File: config.mk
export PLATFORM = sky130hd
export DESIGN_NAME = apb_reg_bank
export DESIGN_NICKNAME = d
export VERILOG_FILES = /design/src/rtl/apb_reg_bank_pkg.sv /design/src/rtl/apb_reg_cell.sv /design/src/rtl/apb_reg_bank.sv
export SDC_FILE = /design/constraint.sdc
export NUM_CORES = 1
export LEC_CHECK = 0
export BUFFER_PORTS_ARGS = -buffer_cell sky130_fd_sc_hd__buf_2
export CAP_MARGIN = 10
export CELL_PAD_IN_SITES_DETAIL_PLACEMENT = 1
export CELL_PAD_IN_SITES_GLOBAL_PLACEMENT = 2
export CORE_MARGIN = 8
export CORE_UTILIZATION = 31
export DETAILED_ROUTE_END_ITERATION = 7
export GPL_TIMING_DRIVEN = 0
export PLACE_DENSITY = 0.76
export SLEW_MARGIN = 15
export SYNTH_ARGS = -nofsm -noshare
export SYNTH_HDL_FRONTEND = slang
export SYNTH_HIERARCHICAL = 1
export SYNTH_SLANG_ARGS = --single-unit
File: constraint.sdc
create_clock -name clk -period 6.2 [get_ports clk]
set_input_delay 0.31 -clock clk [delete_from_list [all_inputs] [get_ports clk]]
set_output_delay 0.31 -clock clk [all_outputs]
set_load 0.01 [all_outputs]
File: src/rtl/apb_reg_bank_pkg.sv
// Shared types and decode helpers for the APB register bank.
package apb_reg_bank_pkg;

  // Kept as plain constants so older tools that dislike enum FSM state compare cleanly.
  typedef logic state_e;
  localparam state_e IDLE   = 1'b0;
  localparam state_e ACCESS = 1'b1;

  typedef enum logic [1:0] {ACC_RW, ACC_RO, ACC_W1C} access_e;

  // Word index from a byte address; the two low address bits are ignored.
  function automatic logic [63:0] addr_to_idx(input logic [63:0] addr);
    return addr >> 2;
  endfunction

  function automatic access_e acc_type(input int unsigned i, input logic [63:0] ro_mask,
                                       input logic [63:0] w1c_mask);
    if (ro_mask[i[5:0]]) return ACC_RO;
    if (w1c_mask[i[5:0]]) return ACC_W1C;
    return ACC_RW;
  endfunction

endpackage

File: src/rtl/apb_reg_cell.sv
// One storage register: per-byte writes (RW) or write-1-to-clear with hardware set (W1C).
module apb_reg_cell #(
  parameter int unsigned DATA_WIDTH = 32,
  parameter bit          IS_W1C     = 1'b0
) (
  input  logic                    clk,
  input  logic                    rst_n,
  input  logic [DATA_WIDTH/8-1:0] byte_we,
  input  logic [DATA_WIDTH-1:0]   wdata,
  input  logic [DATA_WIDTH-1:0]   clr,
  input  logic [DATA_WIDTH-1:0]   hw_set,
  output logic [DATA_WIDTH-1:0]   q
);

  logic [DATA_WIDTH-1:0] reg_q, reg_d;

  always_comb begin
    reg_d = reg_q;
    if (IS_W1C) begin
      // Set is applied after clear so a coincident hardware event is never lost.
      reg_d = (reg_q & ~clr) | hw_set;
    end else begin
      for (int unsigned b = 0; b < DATA_WIDTH / 8; b++) begin
        if (byte_we[b]) reg_d[b*8 +: 8] = wdata[b*8 +: 8];
      end
    end
  end

  always_ff @(posedge clk or negedge rst_n) begin
    if (!rst_n) reg_q <= '0;
    else        reg_q <= reg_d;
  end

  assign q = reg_q;

endmodule

File: src/rtl/apb_reg_bank.sv
// APB3 slave register bank with RW / RO / W1C registers, byte strobes and wait states.
// Define APB_REG_BANK_LOCK_EN to add a sticky write-lock register at index NUM_REGS.
module apb_reg_bank
  import apb_reg_bank_pkg::*;
#(
  parameter int unsigned         DATA_WIDTH  = 32,
  parameter int unsigned         NUM_REGS    = 8,
  parameter int unsigned         ADDR_WIDTH  = 12,
  parameter int unsigned         WAIT_STATES = 0,
  parameter logic [NUM_REGS-1:0] RO_MASK     = '0,
  parameter logic [NUM_REGS-1:0] W1C_MASK    = '0
) (
  input  logic                           clk,
  input  logic                           rst_n,
  input  logic                           psel,
  input  logic                           penable,
  input  logic                           pwrite,
  input  logic [ADDR_WIDTH-1:0]          paddr,
  input  logic [DATA_WIDTH-1:0]          pwdata,
  input  logic [DATA_WIDTH/8-1:0]        pstrb,
  output logic [DATA_WIDTH-1:0]          prdata,
  output logic                           pready,
  output logic                           pslverr,
  input  logic [NUM_REGS*DATA_WIDTH-1:0] hw_in,
  output logic [NUM_REGS*DATA_WIDTH-1:0] reg_out
);

  localparam int unsigned NB = DATA_WIDTH / 8;

  if ((RO_MASK & W1C_MASK) != '0) begin : gen_mask_check
    $error("apb_reg_bank: RO_MASK and W1C_MASK overlap");
  end
  if ((64'(1) << (ADDR_WIDTH - 2)) <= 64'(NUM_REGS)) begin : gen_addr_check
    $error("apb_reg_bank: ADDR_WIDTH too small for NUM_REGS");
  end

  state_e                state_q, state_d;
  logic [3:0]            cnt_q, cnt_d;
  logic [63:0]           idx;
  logic                  in_range, sel_ro, err, wr_commit;
  access_e               sel_acc;
  logic [DATA_WIDTH-1:0] rd_val, rd_mux, strb_mask;

  assign idx      = addr_to_idx(64'(paddr));
  assign in_range = idx < 64'(NUM_REGS);
  assign pready   = (state_q == ACCESS) & psel & penable & (cnt_q == 4'(WAIT_STATES));

  always_comb begin
    sel_acc = ACC_RW;
    rd_val  = '0;
    for (int unsigned i = 0; i < NUM_REGS; i++) begin
      if (idx == 64'(i)) begin
        sel_acc = acc_type(i, 64'(RO_MASK), 64'(W1C_MASK));
        rd_val  = (sel_acc == ACC_RO) ? hw_in[i*DATA_WIDTH +: DATA_WIDTH]
                                      : reg_out[i*DATA_WIDTH +: DATA_WIDTH];
      end
    end
  end

  assign sel_ro = in_range & (sel_acc == ACC_RO);

  always_comb begin
    strb_mask = '0;
    for (int unsigned b = 0; b < NB; b++) strb_mask[b*8 +: 8] = {8{pstrb[b]}};
  end

`ifdef APB_REG_BANK_LOCK_EN
  logic lock_q, is_lock;

  assign is_lock = idx == 64'(NUM_REGS);
  // Only RW registers are frozen by the lock; W1C status can still be acknowledged.
  assign err     = (!in_range & !is_lock) | (pwrite & sel_ro) |
                   (pwrite & lock_q & in_range & (sel_acc == ACC_RW));
  assign rd_mux  = is_lock ? DATA_WIDTH'(lock_q) : rd_val;

  always_ff @(posedge clk or negedge rst_n) begin
    if (!rst_n) lock_q <= 1'b0;
    else        lock_q <= lock_q | (wr_commit & is_lock & pstrb[0] & pwdata[0]);
  end
`else
  assign err    = !in_range | (pwrite & sel_ro);
  assign rd_mux = rd_val;
`endif

  assign pslverr   = pready & err;
  assign wr_commit = pready & pwrite & !err;
  assign prdata    = (pready & !pwrite & !err) ? rd_mux : '0;

  always_comb begin
    state_d = state_q;
    cnt_d   = cnt_q;
    case (state_q)
      IDLE: begin
        cnt_d = '0;
        if (psel & !penable) state_d = ACCESS;
      end
      ACCESS: begin
        if (pready | !psel) begin
          state_d = IDLE;
          cnt_d   = '0;
        end else if (penable) begin
          cnt_d = cnt_q + 4'd1;
        end
      end
    endcase
  end

  always_ff @(posedge clk or negedge rst_n) begin
    if (!rst_n) begin
      state_q <= IDLE;
      cnt_q   <= '0;
    end else begin
      state_q <= state_d;
      cnt_q   <= cnt_d;
    end
  end

  for (genvar i = 0; i < NUM_REGS; i++) begin : gen_reg
    localparam access_e Acc = acc_type(i, 64'(RO_MASK), 64'(W1C_MASK));

    if (Acc == ACC_RO) begin : gen_ro
      assign reg_out[i*DATA_WIDTH +: DATA_WIDTH] = '0;
    end else begin : gen_cell
      logic hit;
      assign hit = wr_commit & (idx == 64'(i));

      apb_reg_cell #(
        .DATA_WIDTH (DATA_WIDTH),
        .IS_W1C     (Acc == ACC_W1C)
      ) u_cell (
        .clk     (clk),
        .rst_n   (rst_n),
        .byte_we (pstrb & {NB{hit}}),
        .wdata   (pwdata),
        .clr     (pwdata & strb_mask & {DATA_WIDTH{hit}}),
        .hw_set  ((Acc == ACC_W1C) ? hw_in[i*DATA_WIDTH +: DATA_WIDTH] : '0),
        .q       (reg_out[i*DATA_WIDTH +: DATA_WIDTH])
      );
    end
  end

endmodule

After elaboration in Yosys (flattened, before gate mapping)
Index checks and enable logic that the tools add are counted.
- add/subtract/negate cells: 1
- magnitude comparators: 1
- equal/unequal tests: 8
- multiplexer cells: 15
- bitwise gates (word level): 27
- reductions and logical operators: 6
- operators by type and width (operator ; number):
    2-to-1 mux 32 bit ; 9
    zero test 64 bit ; 1
    == test 10 x 3 -> 1 bit, second input constant ; 4
    bitwise AND 4 bit ; 8
    == test 10 x 2 -> 1 bit, second input constant ; 2
    bitwise AND 1 bit ; 17
    == test 10 x 1 -> 1 bit, second input constant ; 1
    less-than comparator 10 x 4 -> 1 bit, second input constant ; 1
    2-to-1 mux 4 bit ; 2
    case mux 4 bit (2 select lines) ; 1
    adder 4 x 1 -> 4 bit, second input constant ; 1
    zero test 1 bit ; 4
    zero test 4 bit ; 1
    inequality test 3 x 2 -> 1 bit, second input constant ; 1
    2-to-1 mux 1 bit ; 2
    case mux 1 bit (2 select lines) ; 1
    inverter 1 bit ; 1
    OR 1 bit ; 1
- flip-flop bits (word level): 261
- bits of input ports: 309
- logic and storage cells: 92

Longest topological paths before layout
- depth after elaboration: 10
- depth in mapped cells: 8
- depth with buffers taken out: 6

Hierarchy
The synthesis kept the hierarchy.
- by module, submodules not included (module ; instances ; cells an instance ; area an instance (sq um)):
    apb_reg_cell ; 8 ; 68 ; 1326.3
    apb_reg_bank ; 1 ; 605 ; 4534.3

Worst setup path before layout
No wires, ideal clock.
- path type: register to output
- start point: reg cnt_q[0]
- end point: out prdata[14]
- arrival: 2.006 ns
- slack: 3.884 ns
- cell stages (with the launch flop): 8
- path buffers: 1
- cell sequence: dfrtp_1 inv_1 ha_1 nor3b_2 nand2_1 nor3_2 buf_2 a21o_1
- longest elaborated chain between the ends: 5
- ends and longest elaborated chain (item ; line ; source):
    start, declared ; apb_reg_bank.sv:38 ; logic [3:0] cnt_q, cnt_d;
    start signal, assigned ; apb_reg_bank.sv:114 ; cnt_q <= cnt_d;
    zero test 4 bit ; apb_reg_bank.sv:46 ; assign pready = (state_q == ACCESS) & psel & penable & (cnt_q == 4'(WAIT_STATES));
    bitwise AND 1 bit ; apb_reg_bank.sv:46 ;
    bitwise AND 1 bit (2 in a row) ; apb_reg_bank.sv:87 ; assign prdata = (pready & !pwrite & !err) ? rd_mux : '0;
    2-to-1 mux 32 bit ; apb_reg_bank.sv:87 ;
    end, declared ; apb_reg_bank.sv:21 ; output logic [DATA_WIDTH-1:0] prdata,
Every way passes these cells.

Worst setup path in the final report
Ends and elaborated chain as after synthesis.

==> results_dict.tcl <==
set metrics [dict create \
    die_h_um 225 \
    fp-row-count 76 \
    tritoncts "built" \
    clock_skew_ps 18.8 \
    hold_end "cnt_q[1]" \
    max_stage_delay_ps 1030 \
    synthesis.area_sq_mm 0.0135 \
    cp.required_ps 5890 \
    start_util 0.314 \
    drtIter0Drc 634 \
    grt_max_degree 102 \
    crit_arrival_ps 3830 \
    ys_warn_count 6 \
    clk_pin_slew_ps 60 \
    synth_area_per_cell_sq_um 15.2 \
    drv_cap 0 \
    power.density_mw_per_mm2 219 \
    cts.sinks 261 \
    drt-pass1-iter-count 5 \
    r2r-end "gen_reg[3].gen_cell.u_cell/q[30]" \
    dp_hpwl_um 40300 \
    slew_viol_final 0 \
    post_cts_buffers 0 \
    viasPerCell 5.23 \
    routedWlPerCell_um 29.9 \
    gp_congestion 0.811 \
    cts_resized 0 \
    dpl_worst_slack_ps 2120 \
    worst_pin_slew_ps 1140 \
    final_nets 1580 \
    area_growth_pct 26.2 \
    r2r.worst_path.cells 8 \
    worst-path-max-fanout 10 \
    final_util 0.397 \
    cts_inserted_buffers 31 \
    start_kind "register" \
    dp.cells 1819 \
    instances_no_fill 1879 \
    min_from "penable" \
    setup_tns_ps 0 \
    relSlewSlack 0.238 \
    whs_path_depth 3 \
    clock_path_buffers 3 \
    clock.fmax_ghz 0.241 \
    drc 0 \
    p_leak_uw 0.00903 \
    grt_pass1_wl_um 80500 \
    crit_buf_inv 3 \
    wirelength_um 56100 \
    antenna_found_initial 13 \
    status "complete, no violations" \
    clk_latency_ps 570 \
    timing_hold_violations_final 0 \
    die_w_um 225 \
    period_minus_slack_ps 4140 \
    grt.total_usage 0.216 \
    ir_drop_mv 0.186 \
    synth_cells 892 \
    io_pins 599 \
    min_path_type "primary input to register" \
    overflow 0 \
    cp_top_family "compound AO/OA/AOI/OAI gates" \
    cts_root_buffer "clkbuf_16" \
    min_period_over_period 0.668 \
    worstSetupPathType "register to primary output" \
    postPlaceCellArea_sq_mm 0.0161 \
    synth_nets 1203 \
    layout-drive-gt1-share 0.606 \
    rrSetupSlack_ps 3600 \
    setup_violations 0 \
    numPortBuffers 339 \
    die-area_sq_mm 0.0506 \
    worstPathCellList "inv_1 > ha_1 > nor3b_2 > nand4_1 > clkbuf_1 > a2111oi_0 > a21o_1 > buf_2" \
    htreeDepth 1 \
    worst_slack_ps 2060 \
    crit_path_end_kind "primary output" \
    grt_pass1_vias 11000 \
    ant_nets 0 \
    vias 9826 \
    worstReg2RegStart "cnt_q[0]" \
    rsz0062_at_grt "false" \
    core_area_sq_mm 0.0431 \
    critPathSlowestCell "a2111oi_0" \
    postLayoutCellArea_sq_mm 0.0171 \
]
## what timing repair did
| item | in CTS | in global routing |
|---|---|---|
| endpoints found under the hold margin | 82 | 0 |
| endpoints found under the setup margin | 0 | 0 |
| hold buffers | 2 | 0 |
## stage by stage
step / total power (uW) / hold WS [ps]
2_1_floorplan: 1810 / 14.4
3_3_place_gp: 1940 / 513
3_5_place_dp: 1950 / 346
4_1_cts: 3780 / 24.7
5_1_grt: 3850 / 43.4
6_report: 3740 / 39.0
## cell type report
cell class                      instances  area, sq um
Timing Repair Buffer                  344         1790
Inverter                                5         18.8
Clock buffer                           47          906
Sequential cell                       261         6530
Buffer                                 70          523
Tap cell                              585          732
Clock inverter                          8          101
Multi-Input combinational cell        556         6480
Antenna cell                            3         7.51
Fill cell                            4613        26000
## worst register-to-register path, cell delays in order (launching register included)
cell and delay [ps]:
dfrtp_1 420, inv_1 80, ha_1 150, nor3b_2 410
nand3_2 390, buf_6 320, nor3_2 180, buf_6 220
mux2_4 320
## state kept, by name (all words and copies together), names as in the netlist
| register | cells |
|---|---|
| state_q | 1 |
| cnt_q | 4 |
| gen.gen_cell.u_cell/q | 256 |
## report_power, final
group | leakage, uW | internal, uW | switching (uW)
registers | 0.00365 | 1710 | 1.34
clock network | 0.000496 | 1080 | 738
logic | 0.00488 | 49.7 | 157
total | 0.00903 | 2840 | 896
## cells in the final DEF, fill, tap and decap left out, types with 3 or more instances in the layout
| cell type | instances |
|---|---|
| clkbuf_8 | 7 |
| a21o_1 | 20 |
| nor3_4 | 20 |
| mux2i_1 | 10 |
| buf_2 | 348 |
| nand4_1 | 3 |
| nand2_1 | 11 |
| nor3_1 | 6 |
| a21oi_1 | 28 |
| nor2_1 | 25 |
| nor3_2 | 11 |
| inv_1 | 5 |
| mux4_2 | 10 |
| diode_2 | 3 |
| buf_1 | 4 |
| o21ai_0 | 8 |
| mux2_2 | 44 |
| a2111oi_0 | 26 |
| nand3_1 | 3 |
| o221ai_1 | 3 |
| buf_6 | 33 |
| dfrtp_1 | 261 |
| clkbuf_1 | 32 |
| o32ai_1 | 19 |
| clkbuf_16 | 31 |
| a211oi_1 | 4 |
| clkinv_2 | 3 |
| o22ai_1 | 28 |
| mux2_4 | 256 |
## worst max-delay path by stage
stage | slack (ps) | start | to | cells after the start
2_1_floorplan | 3880 | cnt_q[0] | prdata[14] | 7
3_3_place_gp | -130 | rst_n | gen_reg[0].gen_cell.u_cell/q[16] | 1
3_5_place_dp | 2120 | paddr[4] | prdata[7] | 7
4_1_cts | 2030 | cnt_q[0] | prdata[20] | 8
5_1_grt | 1840 | cnt_q[0] | prdata[14] | 8
6_report | 2060 | cnt_q[0] | prdata[14] | 8
## routing by layer
layer	part of all wire	global-route usage	routed length, um
met1	0.45	0.303	25500
met2	0.43	0.322	24000
met3	0.096	0.0723	5370
met4	0.021	0.0447	1170
met5	0.0020	0	114
Power figures use the tool's default switching activity.
